`src/rtl/div_pkg.sv`:
```
// Shared types and constants for the RV32M divide front-end.
package div_pkg;

  localparam logic [1:0] DIV_OP_DIV  = 2'b00;
  localparam logic [1:0] DIV_OP_DIVU = 2'b01;
  localparam logic [1:0] DIV_OP_REM  = 2'b10;
  localparam logic [1:0] DIV_OP_REMU = 2'b11;

  localparam logic [31:0] DIV_OVF_DIVIDEND = 32'h8000_0000;
  localparam logic [31:0] DIV_ALL_ONES     = 32'hFFFF_FFFF;

  typedef enum logic [2:0] {
    IDLE,
    START,
    WAIT,
    RUN,
    DONE
  } div_state_e;

  typedef struct packed {
    logic is_rem;
    logic neg_q;
    logic neg_r;
    logic div_zero;
    logic ovf;
  } div_flags_t;

  function automatic logic op_is_signed(input logic [1:0] op);
    return !((op == DIV_OP_DIVU) || (op == DIV_OP_REMU));
  endfunction

  function automatic logic op_is_rem(input logic [1:0] op);
    return (op == DIV_OP_REM) || (op == DIV_OP_REMU);
  endfunction

endpackage

```
`src/rtl/div_rv32m_ctrl_if.sv`:
```
// Request/response handshake plus unsigned divider core bus for div_rv32m_ctrl.
interface div_rv32m_ctrl_if;
  logic        req_valid;
  logic        req_ready;
  logic [1:0]  req_op;
  logic [31:0] req_rs1;
  logic [31:0] req_rs2;
  logic        rsp_valid;
  logic        rsp_ready;
  logic [31:0] rsp_data;
  logic [31:0] core_a;
  logic [31:0] core_b;
  logic        core_start;
  logic [31:0] core_q;
  logic [31:0] core_r;
  logic        core_busy;

  modport master (
    output req_valid, req_op, req_rs1, req_rs2, rsp_ready, core_q, core_r, core_busy,
    input  req_ready, rsp_valid, rsp_data, core_a, core_b, core_start
  );

  modport slave (
    input  req_valid, req_op, req_rs1, req_rs2, rsp_ready, core_q, core_r, core_busy,
    output req_ready, rsp_valid, rsp_data, core_a, core_b, core_start
  );
endinterface

```
`src/rtl/div_sign_fix.sv`:
```
// Combinational sign handling: operand magnitudes and special-case flags for a
// request, and final quotient/remainder selection from latched flags.
module div_sign_fix
  import div_pkg::*;
(
  input  logic [1:0]  op,
  input  logic [31:0] rs1,
  input  logic [31:0] rs2,
  output logic [31:0] mag_a,
  output logic [31:0] mag_b,
  output div_flags_t  flags,
  input  div_flags_t  res_flags,
  input  logic [31:0] res_mag_a,
  input  logic [31:0] core_q,
  input  logic [31:0] core_r,
  output logic [31:0] result
);

  logic        signed_op;
  logic [31:0] rs1_raw;
  logic [31:0] q_fix;
  logic [31:0] r_fix;

  always_comb begin
    signed_op      = op_is_signed(op);
    mag_a          = (signed_op && rs1[31]) ? (32'd0 - rs1) : rs1;
    mag_b          = (signed_op && rs2[31]) ? (32'd0 - rs2) : rs2;
    flags          = '0;
    flags.is_rem   = op_is_rem(op);
    flags.neg_q    = signed_op && (rs1[31] != rs2[31]) && (rs2 != 32'd0);
    flags.neg_r    = signed_op && rs1[31];
    flags.div_zero = (rs2 == 32'd0);
    flags.ovf      = signed_op && (rs1 == DIV_OVF_DIVIDEND) && (rs2 == DIV_ALL_ONES);
  end

  // The original dividend is rebuilt from its magnitude, so it need not be stored.
  always_comb begin
    rs1_raw = res_flags.neg_r ? (32'd0 - res_mag_a) : res_mag_a;
    q_fix   = res_flags.neg_q ? (32'd0 - core_q) : core_q;
    r_fix   = res_flags.neg_r ? (32'd0 - core_r) : core_r;
    if (res_flags.div_zero) begin
      result = res_flags.is_rem ? rs1_raw : DIV_ALL_ONES;
    end else if (res_flags.ovf) begin
      result = res_flags.is_rem ? 32'd0 : DIV_OVF_DIVIDEND;
    end else begin
      result = res_flags.is_rem ? r_fix : q_fix;
    end
  end

endmodule

```
`src/rtl/div_rv32m_ctrl.sv`:
```
// RV32M DIV/DIVU/REM/REMU front-end driving an unsigned divider core.
// Define DIV_EARLY_OUT_EN to let zero-divisor and signed-overflow requests bypass the core.
module div_rv32m_ctrl
  import div_pkg::*;
(
  input logic             clk,
  input logic             rst,
  div_rv32m_ctrl_if.slave bus
);

  div_state_e  state_q, state_d;
  div_flags_t  flags_q, flags_d;
  div_flags_t  req_flags, res_flags;
  logic [31:0] mag_a_q, mag_a_d;
  logic [31:0] mag_b_q, mag_b_d;
  logic [31:0] req_mag_a, req_mag_b, res_mag_a;
  logic [31:0] result;
  logic [31:0] rsp_data_q, rsp_data_d;
  logic        req_ready_q, req_ready_d;
  logic        rsp_valid_q, rsp_valid_d;
  logic        core_start_q, core_start_d;
  logic        accept;

  div_sign_fix u_sign_fix (
    .op        (bus.req_op),
    .rs1       (bus.req_rs1),
    .rs2       (bus.req_rs2),
    .mag_a     (req_mag_a),
    .mag_b     (req_mag_b),
    .flags     (req_flags),
    .res_flags (res_flags),
    .res_mag_a (res_mag_a),
    .core_q    (bus.core_q),
    .core_r    (bus.core_r),
    .result    (result)
  );

`ifdef DIV_EARLY_OUT_EN
  always_comb begin
    res_flags = (state_q == IDLE) ? req_flags : flags_q;
    res_mag_a = (state_q == IDLE) ? req_mag_a : mag_a_q;
  end
`else
  always_comb begin
    res_flags = flags_q;
    res_mag_a = mag_a_q;
  end
`endif

  always_comb begin
    state_d    = state_q;
    flags_d    = flags_q;
    mag_a_d    = mag_a_q;
    mag_b_d    = mag_b_q;
    rsp_data_d = rsp_data_q;
    accept     = bus.req_valid && req_ready_q;
    case (state_q)
      IDLE: begin
        if (accept) begin
          flags_d = req_flags;
          mag_a_d = req_mag_a;
          mag_b_d = req_mag_b;
          state_d = START;
`ifdef DIV_EARLY_OUT_EN
          if (req_flags.div_zero || req_flags.ovf) begin
            rsp_data_d = result;
            state_d    = DONE;
          end
`endif
        end
      end
      START: state_d = WAIT;
      WAIT: begin
        if (bus.core_busy) state_d = RUN;
      end
      RUN: begin
        if (!bus.core_busy) begin
          rsp_data_d = result;
          state_d    = DONE;
        end
      end
      DONE: begin
        if (bus.rsp_ready) state_d = IDLE;
      end
      default: state_d = IDLE;
    endcase
    // Outputs are registered from the next state so none depends combinationally on inputs.
    req_ready_d  = (state_d == IDLE);
    core_start_d = (state_d == START);
    rsp_valid_d  = (state_d == DONE);
  end

  always_ff @(posedge clk or posedge rst) begin
    if (rst) begin
      state_q      <= IDLE;
      flags_q      <= '0;
      mag_a_q      <= 32'd0;
      mag_b_q      <= 32'd0;
      rsp_data_q   <= 32'd0;
      req_ready_q  <= 1'b0;
      rsp_valid_q  <= 1'b0;
      core_start_q <= 1'b0;
    end else begin
      state_q      <= state_d;
      flags_q      <= flags_d;
      mag_a_q      <= mag_a_d;
      mag_b_q      <= mag_b_d;
      rsp_data_q   <= rsp_data_d;
      req_ready_q  <= req_ready_d;
      rsp_valid_q  <= rsp_valid_d;
      core_start_q <= core_start_d;
    end
  end

  assign bus.req_ready  = req_ready_q;
  assign bus.rsp_valid  = rsp_valid_q;
  assign bus.rsp_data   = rsp_data_q;
  assign bus.core_a     = mag_a_q;
  assign bus.core_b     = mag_b_q;
  assign bus.core_start = core_start_q;

endmodule

```
`src/flat_wrapper.sv`:
```
// flat-port wrapper written by rule: the top's interface ports become plain ports
module div_rv32m_ctrl_flat import div_pkg::*;
  (clk, rst, bus_req_valid, bus_req_op, bus_req_rs1, bus_req_rs2, bus_rsp_ready, bus_core_q, bus_core_r, bus_core_busy, bus_req_ready, bus_rsp_valid, bus_rsp_data, bus_core_a, bus_core_b, bus_core_start);
  div_rv32m_ctrl_if bus_i ();
  input logic clk;
  input logic rst;
  input wire logic [$bits(bus_i.req_valid)-1:0] bus_req_valid;
  input wire logic [$bits(bus_i.req_op)-1:0] bus_req_op;
  input wire logic [$bits(bus_i.req_rs1)-1:0] bus_req_rs1;
  input wire logic [$bits(bus_i.req_rs2)-1:0] bus_req_rs2;
  input wire logic [$bits(bus_i.rsp_ready)-1:0] bus_rsp_ready;
  input wire logic [$bits(bus_i.core_q)-1:0] bus_core_q;
  input wire logic [$bits(bus_i.core_r)-1:0] bus_core_r;
  input wire logic [$bits(bus_i.core_busy)-1:0] bus_core_busy;
  output wire logic [$bits(bus_i.req_ready)-1:0] bus_req_ready;
  output wire logic [$bits(bus_i.rsp_valid)-1:0] bus_rsp_valid;
  output wire logic [$bits(bus_i.rsp_data)-1:0] bus_rsp_data;
  output wire logic [$bits(bus_i.core_a)-1:0] bus_core_a;
  output wire logic [$bits(bus_i.core_b)-1:0] bus_core_b;
  output wire logic [$bits(bus_i.core_start)-1:0] bus_core_start;
  assign bus_i.req_valid = bus_req_valid;
  assign bus_i.req_op = bus_req_op;
  assign bus_i.req_rs1 = bus_req_rs1;
  assign bus_i.req_rs2 = bus_req_rs2;
  assign bus_i.rsp_ready = bus_rsp_ready;
  assign bus_i.core_q = bus_core_q;
  assign bus_i.core_r = bus_core_r;
  assign bus_i.core_busy = bus_core_busy;
  assign bus_req_ready = bus_i.req_ready;
  assign bus_rsp_valid = bus_i.rsp_valid;
  assign bus_rsp_data = bus_i.rsp_data;
  assign bus_core_a = bus_i.core_a;
  assign bus_core_b = bus_i.core_b;
  assign bus_core_start = bus_i.core_start;
  div_rv32m_ctrl u_core (.clk(clk), .rst(rst), .bus(bus_i));
endmodule
```
`config.mk`:
```
export PLATFORM = sky130hd
export DESIGN_NAME = div_rv32m_ctrl_flat
export DESIGN_NICKNAME = d
export VERILOG_FILES = /design/src/rtl/div_pkg.sv /design/src/rtl/div_rv32m_ctrl_if.sv /design/src/rtl/div_sign_fix.sv /design/src/rtl/div_rv32m_ctrl.sv /design/src/flat_wrapper.sv
export SDC_FILE = /design/constraint.sdc
export NUM_CORES = 1
export LEC_CHECK = 0
export ABC_AREA = 0
export CORE_MARGIN = 5
export CORE_UTILIZATION = 40
export CTS_CLUSTER_SIZE = 25
export DETAILED_ROUTE_END_ITERATION = 8
export GPL_TIMING_DRIVEN = 0
export PLACE_DENSITY = 0.69
export SYNTH_ARGS = -nofsm -noshare
export SYNTH_HDL_FRONTEND = slang
export SYNTH_SLANG_ARGS = --single-unit
```
`constraint.sdc`:
```
create_clock -name clk -period 4.96 [get_ports clk]
set_input_delay 1.488 -clock clk [delete_from_list [all_inputs] [get_ports clk]]
set_output_delay 1.488 -clock clk [all_outputs]
set_load 0.02 [all_outputs]
```
==> results.sh, run 1 <==
export IMPL_postCtsSetupBuffers=0
export IMPL_drcViolationCount=0
export IMPL_ys_flop_type="dfrtp_1"
export IMPL_r2r_slack_ns=2.23
export IMPL_p_leak_uw=0.004188
export IMPL_critPathLaunchType="primary input"
export IMPL_diodes=0
export IMPL_hp_start="u_core.bus.rsp_data[11]$_DFFE_PP0P_"
export IMPL_avgSynthCellArea_um2=8.276
export IMPL_finalSetupViolCount=0
export IMPL_syn_cell_area_um2=8234
export IMPL_finalWorstSetupSlack_ns=0.6177
export IMPL_crit_type="primary input to flop"
export IMPL_fin_crit_sh_pct=87.55
export IMPL_grt_max_degree=70
export IMPL_synth_area_leaders="dfrtp_1 33%, xor2_1 7.4%, xnor2_1 7.1%, o21ai_0 7.1%, nand2_1 5.7%"
export IMPL_synth_cells=995
export IMPL_multi_input_comb_area_um2=5182
export IMPL_relSlewSlack_pct=49.11
export IMPL_rsz0062_at_grt="false"
export IMPL_placementRows=52
export IMPL_cts_tree="built"
export IMPL_grt_pass1_vias=8460
export IMPL_wl_mm=31.19
export IMPL_cp_required_ns=5.20
export IMPL_hold_depth=2
export IMPL_worst_setup_path_end_kind="flop"
export IMPL_gr_usage_all_layers_pct=25.60
export IMPL_antenna_found_initial=0
export IMPL_final_setup_skew_ns=0.01036
export IMPL_cts_buffers=9
export IMPL_port_buffers=233
export IMPL_hold_path_class="flop to flop"
export IMPL_worst_slew_pin_slew_ns=0.7563
export IMPL_initial_core_util_pct=40.69
export IMPL_hold_end="u_core.bus.rsp_data[11]$_DFFE_PP0P_"
export IMPL_pre_cts_slack_ns=0.3788
export IMPL_routabilityCongestion=0.9293
export IMPL_synth_edf_count=0
export IMPL_netlist_area_leader_share_pct=32.52
export IMPL_topRoutingLayerUsed="met4"
export IMPL_cts_hold_buf=0
export IMPL_clock_path_buffers=2
export IMPL_final_antenna_net_count=0
export IMPL_wirelength_met1_mm=13.81
export IMPL_yosys_area_top_type="dfrtp_1"
export IMPL_n_fill_cell=1854
export IMPL_cts_root_buf="clkbuf_16"
export IMPL_period_needed_ns=4.342
export IMPL_power_density_nw_per_um2=541.6
export IMPL_vias_per_cell=5.779
export IMPL_hold_viol=0
export IMPL_first_pass_iters=5
export IMPL_dp_hpwl_mm=24.25
export IMPL_drive_gt1_share_pct=4.900
export IMPL_route_met2_wl_mm=14.06
export IMPL_area_growth_syn_to_layout_pct=36.56
export IMPL_wl_per_cell_um=20.59
export IMPL_cts_clk_slew_worst_paths_ns=0.08
export IMPL_die_h_um=153.5
export IMPL_yosysWarnings=0
export IMPL_slew_viol_final=0
export IMPL_ys_ff_latch=107
export IMPL_wl_met3_mm=2.490
export IMPL_worstSkewPairLatency_ns=0.36
export IMPL_die_area_um2=23550
export IMPL_ir_drop_uv=309.8
export IMPL_max_cap_viol_count=0
export IMPL_die_w_um=153.5
export IMPL_synth_seq_area_share_pct=32.52
export IMPL_grt_overflow=0
export IMPL_setup_tns_final_ns=0
export IMPL_cts_sinks=107
export IMPL_drtIter0Drc=797
export IMPL_r2r_start="u_core.bus.core_a[8]$_DFFE_PP0P_"
export IMPL_fin_nets=1381
export IMPL_cts_resized_gates=0
export IMPL_htreeDepth=3
export IMPL_grt_pass1_wl_mm=48.40
export IMPL_synth_cell_types=73
export IMPL_layout_area_seq_um2=2678
export IMPL_io_pins=234
export IMPL_status="completed"
export IMPL_fmax_mhz=230.3
export IMPL_coreArea_um2=20230
export IMPL_vias=8755
export IMPL_ys_async_sr_fraction_pct=100.0
export IMPL_r2r_cells=7
export IMPL_synth_nets=1136
export IMPL_r2r_end="u_core.bus.rsp_data[19]$_DFFE_PP0P_"
export IMPL_cp_max_fo=8
export IMPL_worstPathArrival_ns=4.58
power by group:
group	switching (uW)	leakage (uW)	internal [uW]
clock network	370	0.000149	401
registers	437	0.00132	1290
logic	2030	0.00272	1560
total	2840	0.00419	3250
cells in the final DEF, fill, tap and decap left out, types with 24 or more instances in the layout:
cell type	instances
dfrtp_1	107
inv_1	24
nand2_1	126
or3_1	24
o31ai_1	42
nor3_1	25
o21ai_0	117
xor2_1	70
xnor2_1	67
clkdlybuf4s50_1	233
clkbuf_1	45
a21oi_1	33
nor2_1	69
final cells by class:
class,instances,area share [%]
timing repair buffer,234,20.99
sequential,107,23.81
clock inverter,7,0.7567
multi-input combinational,804,46.09
clock buffer,9,2.003
buffer,59,2.492
inverter,25,0.8568
tap,270,3.004
synthesized netlist by cell type (3+ instances only):
| cell | number |
|---|---|
| a21boi_0 | 6 |
| a21oi_1 | 33 |
| a221oi_1 | 7 |
| a31oi_1 | 16 |
| a41oi_1 | 3 |
| buf_1 | 5 |
| buf_6 | 3 |
| clkbuf_1 | 45 |
| clkbuf_8 | 3 |
| dfrtp_1 | 107 |
| ha_1 | 6 |
| inv_1 | 25 |
| mux2i_1 | 8 |
| nand2_1 | 126 |
| nand2b_1 | 10 |
| nand3_1 | 13 |
| nand3b_1 | 3 |
| nand4_1 | 12 |
| nor2_1 | 69 |
| nor2b_1 | 3 |
| nor3_1 | 25 |
| nor4_1 | 15 |
| nor4_2 | 3 |
| o2111ai_1 | 3 |
| o21a_1 | 3 |
| o21ai_0 | 117 |
| o21ai_1 | 3 |
| o221ai_1 | 5 |
| o22a_1 | 4 |
| o22ai_1 | 3 |
| o31a_1 | 3 |
| o31ai_1 | 42 |
| o32a_1 | 4 |
| o41ai_1 | 22 |
| or2_2 | 10 |
| or3_1 | 24 |
| or4_1 | 17 |
| or4_4 | 5 |
| xnor2_1 | 67 |
| xor2_1 | 70 |
layer usage:
metal / vias to the layer above / GRT usage [%]
met3: 48 / 4.863
met1: 4156 / 35.27
met4: 0 / 8.495
met2: 406 / 40.62
met5: - / 0
li1: 4145 / -
metrics by stage:
stage	hold slack [ns]	area (um2)	util [%]	std cells	power (uW)
after CTS	0.4883	11240	55.57	1515	6083
final	0.4798	11240	55.57	1515	6090
after global placement	0.4620	10900	53.89	1498	5255
after global routing	0.5164	11240	55.57	1515	6450
after detailed placement	0.4699	10930	54.04	1499	5292
after floorplan	0.4619	8234	-	995	3656
worst max-delay path, stage by stage:
cell             delay (ns)
clkdlybuf4s50_1        0.50
inv_1                  0.10
ha_1                   0.18
nor3b_1                0.57
nand4_1                0.56
o41ai_1                0.57
xnor2_1                0.13
a221oi_2               0.36
a21oi_1                0.11
registers in the layout (all words and copies together) (netlist names):
name,flops
u_core.bus.core_b,32
u_core.bus.rsp_valid,1
u_core.flags_q,5
u_core.bus.core_start,1
u_core.bus.rsp_data,32
u_core.state_q,3
u_core.bus.req_ready,1
u_core.bus.core_a,32
how the worst max path moves through the flow:
| stage | slack (ns) | cells after the start | end | from |
|---|---|---|---|---|
| after floorplan | 0.65 | 1 | u_core.bus.core_a[0]$_DFFE_PP0P_ | rst |
| after global routing | 0.40 | 9 | u_core.bus.rsp_data[24]$_DFFE_PP0P_ | bus_core_r[0] |
| after CTS | 0.74 | 9 | u_core.bus.rsp_data[24]$_DFFE_PP0P_ | bus_core_r[0] |
| after detailed placement | 0.38 | 9 | u_core.bus.rsp_data[24]$_DFFE_PP0P_ | bus_core_r[0] |
| after global placement | -1.15 | 2 | u_core.bus.core_a[29]$_DFFE_PP0P_ | rst |
| final | 0.62 | 9 | u_core.bus.rsp_data[24]$_DFFE_PP0P_ | bus_core_r[0] |
cell families after synthesis:
family	count (synthesis)	synth area share (%)
and+or+nand+nor	353	21.96
AOI/OAI and AO/OA	298	24.25
xor gates and xnor gates	137	14.57
DFF	107	32.52
buffers and inverters	84	4.543
muxes	10	1.246
adders and majority gates	6	0.9117
Note: power is estimated with default switching activity, not from simulation.
==> run 2: changes to the inputs <==
==> constraint.sdc (replaced) <==
create_clock -name clk -period 4.3 [get_ports clk]
set_input_delay 1.29 -clock clk [delete_from_list [all_inputs] [get_ports clk]]
set_output_delay 1.29 -clock clk [all_outputs]
set_load 0.02 [all_outputs]
==> run 2 against run 1 <==
Die area unchanged. Critical path depth stayed put. Largest power group unchanged. First-iteration DRC count up 1.0%. Via count hardly changed. Highest routed layer unchanged. Routed wire length grew 0.13%. Clock power grew 16%. Global-route usage unchanged. Power grew 16%. Register-to-register slack got worse by 0.63 ns. Combinational power up 16%. Non-clock buffer count is the same. Critical path type unchanged.
==> results.sh, run 2 (synthesis results as in run 1) <==
export IMPL_cp_max_fo=8
export IMPL_clockPowerShare_pct=12.8
export IMPL_worst_setup_path_end_kind="flop"
export IMPL_hold_viol=0
export IMPL_cts_root_buf="clkbuf_16"
export IMPL_swShare_pct=46.72
export IMPL_crit_type="primary input to flop"
export IMPL_postCtsSetupBuffers=0
export IMPL_net_switching_power_uw=3287
export IMPL_grt_pass1_vias=8460
export IMPL_final_cell_mix="233 x clkdlybuf4s50_1, 126 x nand2_1, 117 x o21ai_0"
export IMPL_drtIter0Drc=805
export IMPL_final_common_cell="clkdlybuf4s50_1"
export IMPL_routabilityCongestion=0.9293
export IMPL_final_antenna_net_count=0
export IMPL_fmax_mhz=260.7
export IMPL_cp_required_ns=4.55
export IMPL_cts_tree="built"
export IMPL_wl_per_cell_um=20.62
export IMPL_critPathLaunchType="primary input"
export IMPL_grt_overflow=0
export IMPL_slew_viol_final=0
export IMPL_vias_per_cell=5.782
export IMPL_fin_nets=1381
export IMPL_grt_pass1_wl_mm=48.40
export IMPL_gr_usage_all_layers_pct=25.60
export IMPL_finalSetupViolCount=0
export IMPL_hold_slack_ns=0.4800
export IMPL_vias=8759
export IMPL_placementRows=52
export IMPL_p_total_uw=7034
export IMPL_first_pass_iters=5
export IMPL_seq_power_share_pct=28.3
export IMPL_dpl_cell_count=1499
export IMPL_relSlewSlack_pct=49.82
export IMPL_drcViolationCount=0
export IMPL_power_density_nw_per_um2=625.3
export IMPL_drive_gt1_share_pct=4.980
export IMPL_worstSkewPairLatency_ns=0.37
export IMPL_period_needed_ns=3.836
export IMPL_io_pins=234
export IMPL_comb_power_share_pct=58.9
export IMPL_area_growth_syn_to_layout_pct=36.62
export IMPL_diodes=0
export IMPL_cts_buffers=9
export IMPL_p_leak_uw=0.004190
export IMPL_final_setup_skew_ns=0.01070
export IMPL_htreeDepth=3
export IMPL_layoutNonFillerInstCount=1515
export IMPL_worstPathArrival_ns=4.08
export IMPL_cts_sinks=107
export IMPL_final_util_pct=55.60
export IMPL_fin_crit_sh_pct=89.20
export IMPL_port_buffers=233
export IMPL_max_cap_viol_count=0
export IMPL_rsz0062_at_grt="false"
export IMPL_coreArea_um2=20230
export IMPL_die_area_um2=23550
export IMPL_die_h_um=153.5
export IMPL_dp_hpwl_mm=24.25
export IMPL_status="completed"
export IMPL_die_w_um=153.5
export IMPL_p_int_uw=3748
export IMPL_hold_path_class="flop to flop"
export IMPL_grt_max_degree=70
export IMPL_antenna_found_initial=0
export IMPL_clock_path_buffers=2
export IMPL_wl_mm=31.23
export IMPL_ir_drop_uv=358.5
export IMPL_worst_slew_pin_slew_ns=0.7499
export IMPL_initial_core_util_pct=40.69
export IMPL_cts_clk_slew_worst_paths_ns=0.08
run 2: timing repair:
action,CTS,global route
hold buffers,0,0
gates resized for setup,0,1
endpoints found under the setup margin,0,2
run 2: critical path, cell delays in order:
cell and delay, ns:
clkdlybuf4s50_1 0.49, inv_1 0.10, ha_1 0.18, nor3b_2 0.36, nand4_1 0.48, o41ai_1 0.56, xnor2_1 0.13, a221oi_2 0.38
a21oi_1 0.11
run 2: stage by stage:
stage          setup slack (ns)  setup TNS (ns)  area (um2)
2_1_floorplan            0.1928               0        8234
3_3_place_gp             -1.617         -171.97       10900
3_5_place_dp           -0.08320        -0.08819       10930
4_1_cts                  0.2761               0       11240
5_1_grt                  0.2686               0       11250
6_report                 0.4642               0       11250
run 2: layout make-up:
| cell class | instances | area [um2] |
|---|---|---|
| Clock inverter | 7 | 85.08 |
| Inverter | 25 | 96.34 |
| Clock buffer | 9 | 225.2 |
| Sequential cell | 107 | 2678 |
| Buffer | 59 | 280.3 |
| Fill cell | 1853 | 8985 |
| Tap cell | 270 | 337.8 |
| Timing Repair Buffer | 234 | 2360 |
| Multi-Input combinational cell | 804 | 5187 |
run 2: power groups by stage:
stage	Clock (uW)	Sequential, uW	Combinational [uW]
2_1_floorplan	0	2430	1790
3_3_place_gp	0	1990	4070
3_5_place_dp	0	1990	4110
4_1_cts	903	1980	4130
5_1_grt	943	2060	4440
6_report	897	1990	4150
run 2: path summary, 6_finish.rpt:
check                           slack (ns)                                   to  cells past startpoint                                 from
worst max-delay path                  0.46  u_core.bus.rsp_data[24]$_DFFE_PP0P_                      9                        bus_core_r[0]
worst min-delay path                  0.48  u_core.bus.rsp_data[11]$_DFFE_PP0P_                      2  u_core.bus.rsp_data[11]$_DFFE_PP0P_
worst max register to register        1.60  u_core.bus.rsp_data[19]$_DFFE_PP0P_                      7        u_core.flags_q[1]$_DFFE_PP0P_
worst min register to register        0.48  u_core.bus.rsp_data[11]$_DFFE_PP0P_                      2  u_core.bus.rsp_data[11]$_DFFE_PP0P_
max in group asynchronous             2.23    u_core.bus.core_a[30]$_DFFE_PP0P_                      3                                  rst
min in group asynchronous             1.33       u_core.bus.rsp_valid$_DFF_PP0_                      2                                  rst
run 2: routing by layer:
layer | global-route usage (%) | vias to the layer above | part of all wire, %
met5 | 0 | - | 0
met4 | 8.495 | 0 | 2.7
met3 | 4.863 | 56 | 8.1
met2 | 40.62 | 429 | 45
met1 | 35.27 | 4127 | 44
li1 | - | 4147 | -
==> run 3: changes to the inputs <==
--- a/config.mk
+++ b/config.mk
@@ -12,6 +12,7 @@
 export DETAILED_ROUTE_END_ITERATION = 8
 export GPL_TIMING_DRIVEN = 0
 export PLACE_DENSITY = 0.69
+export REMOVE_ABC_BUFFERS = 1
 export SYNTH_ARGS = -nofsm -noshare
 export SYNTH_HDL_FRONTEND = slang
 export SYNTH_SLANG_ARGS = --single-unit
==> run 3 against run 2 <==
Final area is 2.2% lower. Count of clock-buffer cells in the layout rose by 2. Routed wire length down 9.9%. Sequential power up 8%. Setup slack got worse by 0.30 ns. Global-route usage shrank 2.4 points. Via count fell by 5.5%. Largest cell class unchanged.
==> results.sh, run 3 (synthesis results as in run 1) <==
export IMPL_r2r_cells=5
export IMPL_antenna_found_initial=2
export IMPL_n_fill_cell=1909
export IMPL_final_util_pct=54.38
export IMPL_die_w_um=153.5
export IMPL_relSlewSlack_pct=4.028
export IMPL_cts_hold_buf=0
export IMPL_drive_gt1_share_pct=4.882
export IMPL_crit_path_top_delay_cell="nor3b_1"
export IMPL_die_h_um=153.5
export IMPL_power_density_nw_per_um2=611.3
export IMPL_port_buffers=233
export IMPL_cp_required_ns=4.55
export IMPL_critPathMaxStageDelay_ns=0.61
export IMPL_vias_per_cell=5.680
export IMPL_critPathLaunchType="primary input"
export IMPL_cts_root_buf="clkbuf_16"
export IMPL_crit_chain="clkdlybuf4s50_1 -> inv_1 -> ha_1 -> nor3b_1 -> nand4_1 -> o41ai_1 -> xor2_1 -> o22ai_1 -> a211o_1"
export IMPL_diodes=0
export IMPL_cts_clk_slew_worst_paths_ns=0.08
export IMPL_dp_hpwl_mm=21.44
export IMPL_drcViolationCount=0
export IMPL_wl_mm=28.15
export IMPL_clock_path_buffers=2
export IMPL_status="completed"
export IMPL_io_pins=234
export IMPL_r2r_start="u_core.flags_q[4]$_DFFE_PP0P_"
export IMPL_gr_usage_all_layers_pct=23.19
export IMPL_coreArea_um2=20230
export IMPL_ir_drop_uv=386.5
export IMPL_multi_input_comb_area_um2=5197
export IMPL_cp_depth=9
export IMPL_grt_overflow=0
export IMPL_final_common_cell="clkdlybuf4s50_1"
export IMPL_cts_tree="built"
export IMPL_cp_max_fo=8
export IMPL_slew_viol_final=0
export IMPL_grt_pass1_vias=7874
export IMPL_wl_per_cell_um=19.31
export IMPL_layout_area_seq_um2=2679
export IMPL_grt_max_degree=90
export IMPL_placementRows=52
export IMPL_postCtsSetupBuffers=0
export IMPL_hold_path_class="flop to flop"
export IMPL_hold_slack_ns=0.4791
export IMPL_first_pass_iters=5
export IMPL_cp_buffers_inverters=2
export IMPL_cts_resized_gates=0
export IMPL_fmax_mhz=241.6
export IMPL_finalWorstSetupSlack_ns=0.1612
export IMPL_r2r_end="u_core.bus.rsp_data[16]$_DFFE_PP0P_"
export IMPL_period_needed_ns=4.139
export IMPL_initial_core_util_pct=40.69
export IMPL_r2r_slack_ns=0.50
export IMPL_max_cap_viol_count=0
export IMPL_worstPathArrival_ns=4.39
export IMPL_rsz0062_at_grt="false"
export IMPL_pre_cts_slack_ns=-0.1592
export IMPL_htreeDepth=3
export IMPL_grt_pass1_wl_mm=44.28
export IMPL_fin_crit_sh_pct=96.25
export IMPL_hold_depth=2
export IMPL_worst_setup_path_end_kind="flop"
export IMPL_final_cell_mix="233 x clkdlybuf4s50_1, 126 x nand2_1, 117 x o21ai_0"
export IMPL_crit_path_end="u_core.bus.rsp_data[26]$_DFFE_PP0P_"
export IMPL_crit_type="primary input to flop"
export IMPL_final_setup_skew_ns=0.01062
export IMPL_cts_buffers=9
export IMPL_worst_slew_pin_slew_ns=1.440
export IMPL_fin_nets=1324
export IMPL_area_growth_syn_to_layout_pct=33.64
export IMPL_drtIter0Drc=522
export IMPL_routabilityCongestion=0.9259
export IMPL_p_leak_uw=0.004098
export IMPL_cts_sinks=107
export IMPL_worstSkewPairLatency_ns=0.36
export IMPL_die_area_um2=23550
export IMPL_finalSetupViolCount=0
export IMPL_critPathLaunch="bus_core_r[0]"
export IMPL_vias=8281
export IMPL_hold_viol=0
export IMPL_final_antenna_net_count=0
export IMPL_cpLargestDelayFamily="simple AND/OR/NAND/NOR gates"
## run 3: cell count changes in the layout (fill, tap and decap cells not counted), sizes merged
cell	before	now
bufinv	1	0
clkbuf	57	11
buf	12	3
clkinvlp	1	0
## run 3: power by group
group	leakage (uW)	internal (uW)	switching (uW)	total (uW)
combinational	0.00263	1750	1990	3740
sequential	0.00132	1480	654	2140
clock	0.000147	433	414	848
total	0.00410	3670	3060	6730
## run 3: how the worst min path moves through the flow
stage	start	end
2_1_floorplan	u_core.state_q[2]$_DFF_PP0_	u_core.state_q[1]$_DFF_PP0_
3_3_place_gp	u_core.bus.core_b[25]$_DFFE_PP0P_	u_core.bus.core_b[25]$_DFFE_PP0P_
3_5_place_dp	u_core.bus.core_b[12]$_DFFE_PP0P_	u_core.bus.core_b[12]$_DFFE_PP0P_
4_1_cts	u_core.bus.rsp_data[6]$_DFFE_PP0P_	u_core.bus.rsp_data[6]$_DFFE_PP0P_
5_1_grt	u_core.bus.rsp_data[19]$_DFFE_PP0P_	u_core.bus.rsp_data[19]$_DFFE_PP0P_
6_report	u_core.bus.rsp_data[15]$_DFFE_PP0P_	u_core.bus.rsp_data[15]$_DFFE_PP0P_
## run 3: metal layers
layer	track usage, %	vias to the layer above	part of all wire [%]
li1	-	4016	-
met4	7.359	4	2.5
met1	30.61	3856	42
met2	37.10	354	45
met3	6.390	51	9.5
met5	0	-	0.089
## run 3: area by class of cell
class | count | area share [%]
clock buffer | 11 | 2.297
tap | 270 | 3.070
timing repair buffer | 236 | 21.76
inverter | 25 | 0.8982
sequential | 107 | 24.34
clock inverter | 5 | 0.3980
multi-input combinational | 804 | 47.23
## run 3: through the flow
stage / cells / area, um2 / power, uW / setup TNS, ns
floorplan: 936 / 7954 / 4124 / 0
global placement: 1439 / 10620 / 5818 / -192.27
detailed placement: 1441 / 10690 / 5879 / -0.3771
CTS: 1457 / 10990 / 6764 / 0
global route: 1458 / 11000 / 7198 / 0
finish: 1458 / 11000 / 6727 / 0
## run 3: worst register-to-register path: cells and delay by family (launching register included)
family                 cells  cell delay [ns]
AOI/OAI and AO/OA          1             0.32
buffers and inverters      1             0.80
DFF                        1             1.30
and+or+nand+nor            3             1.32
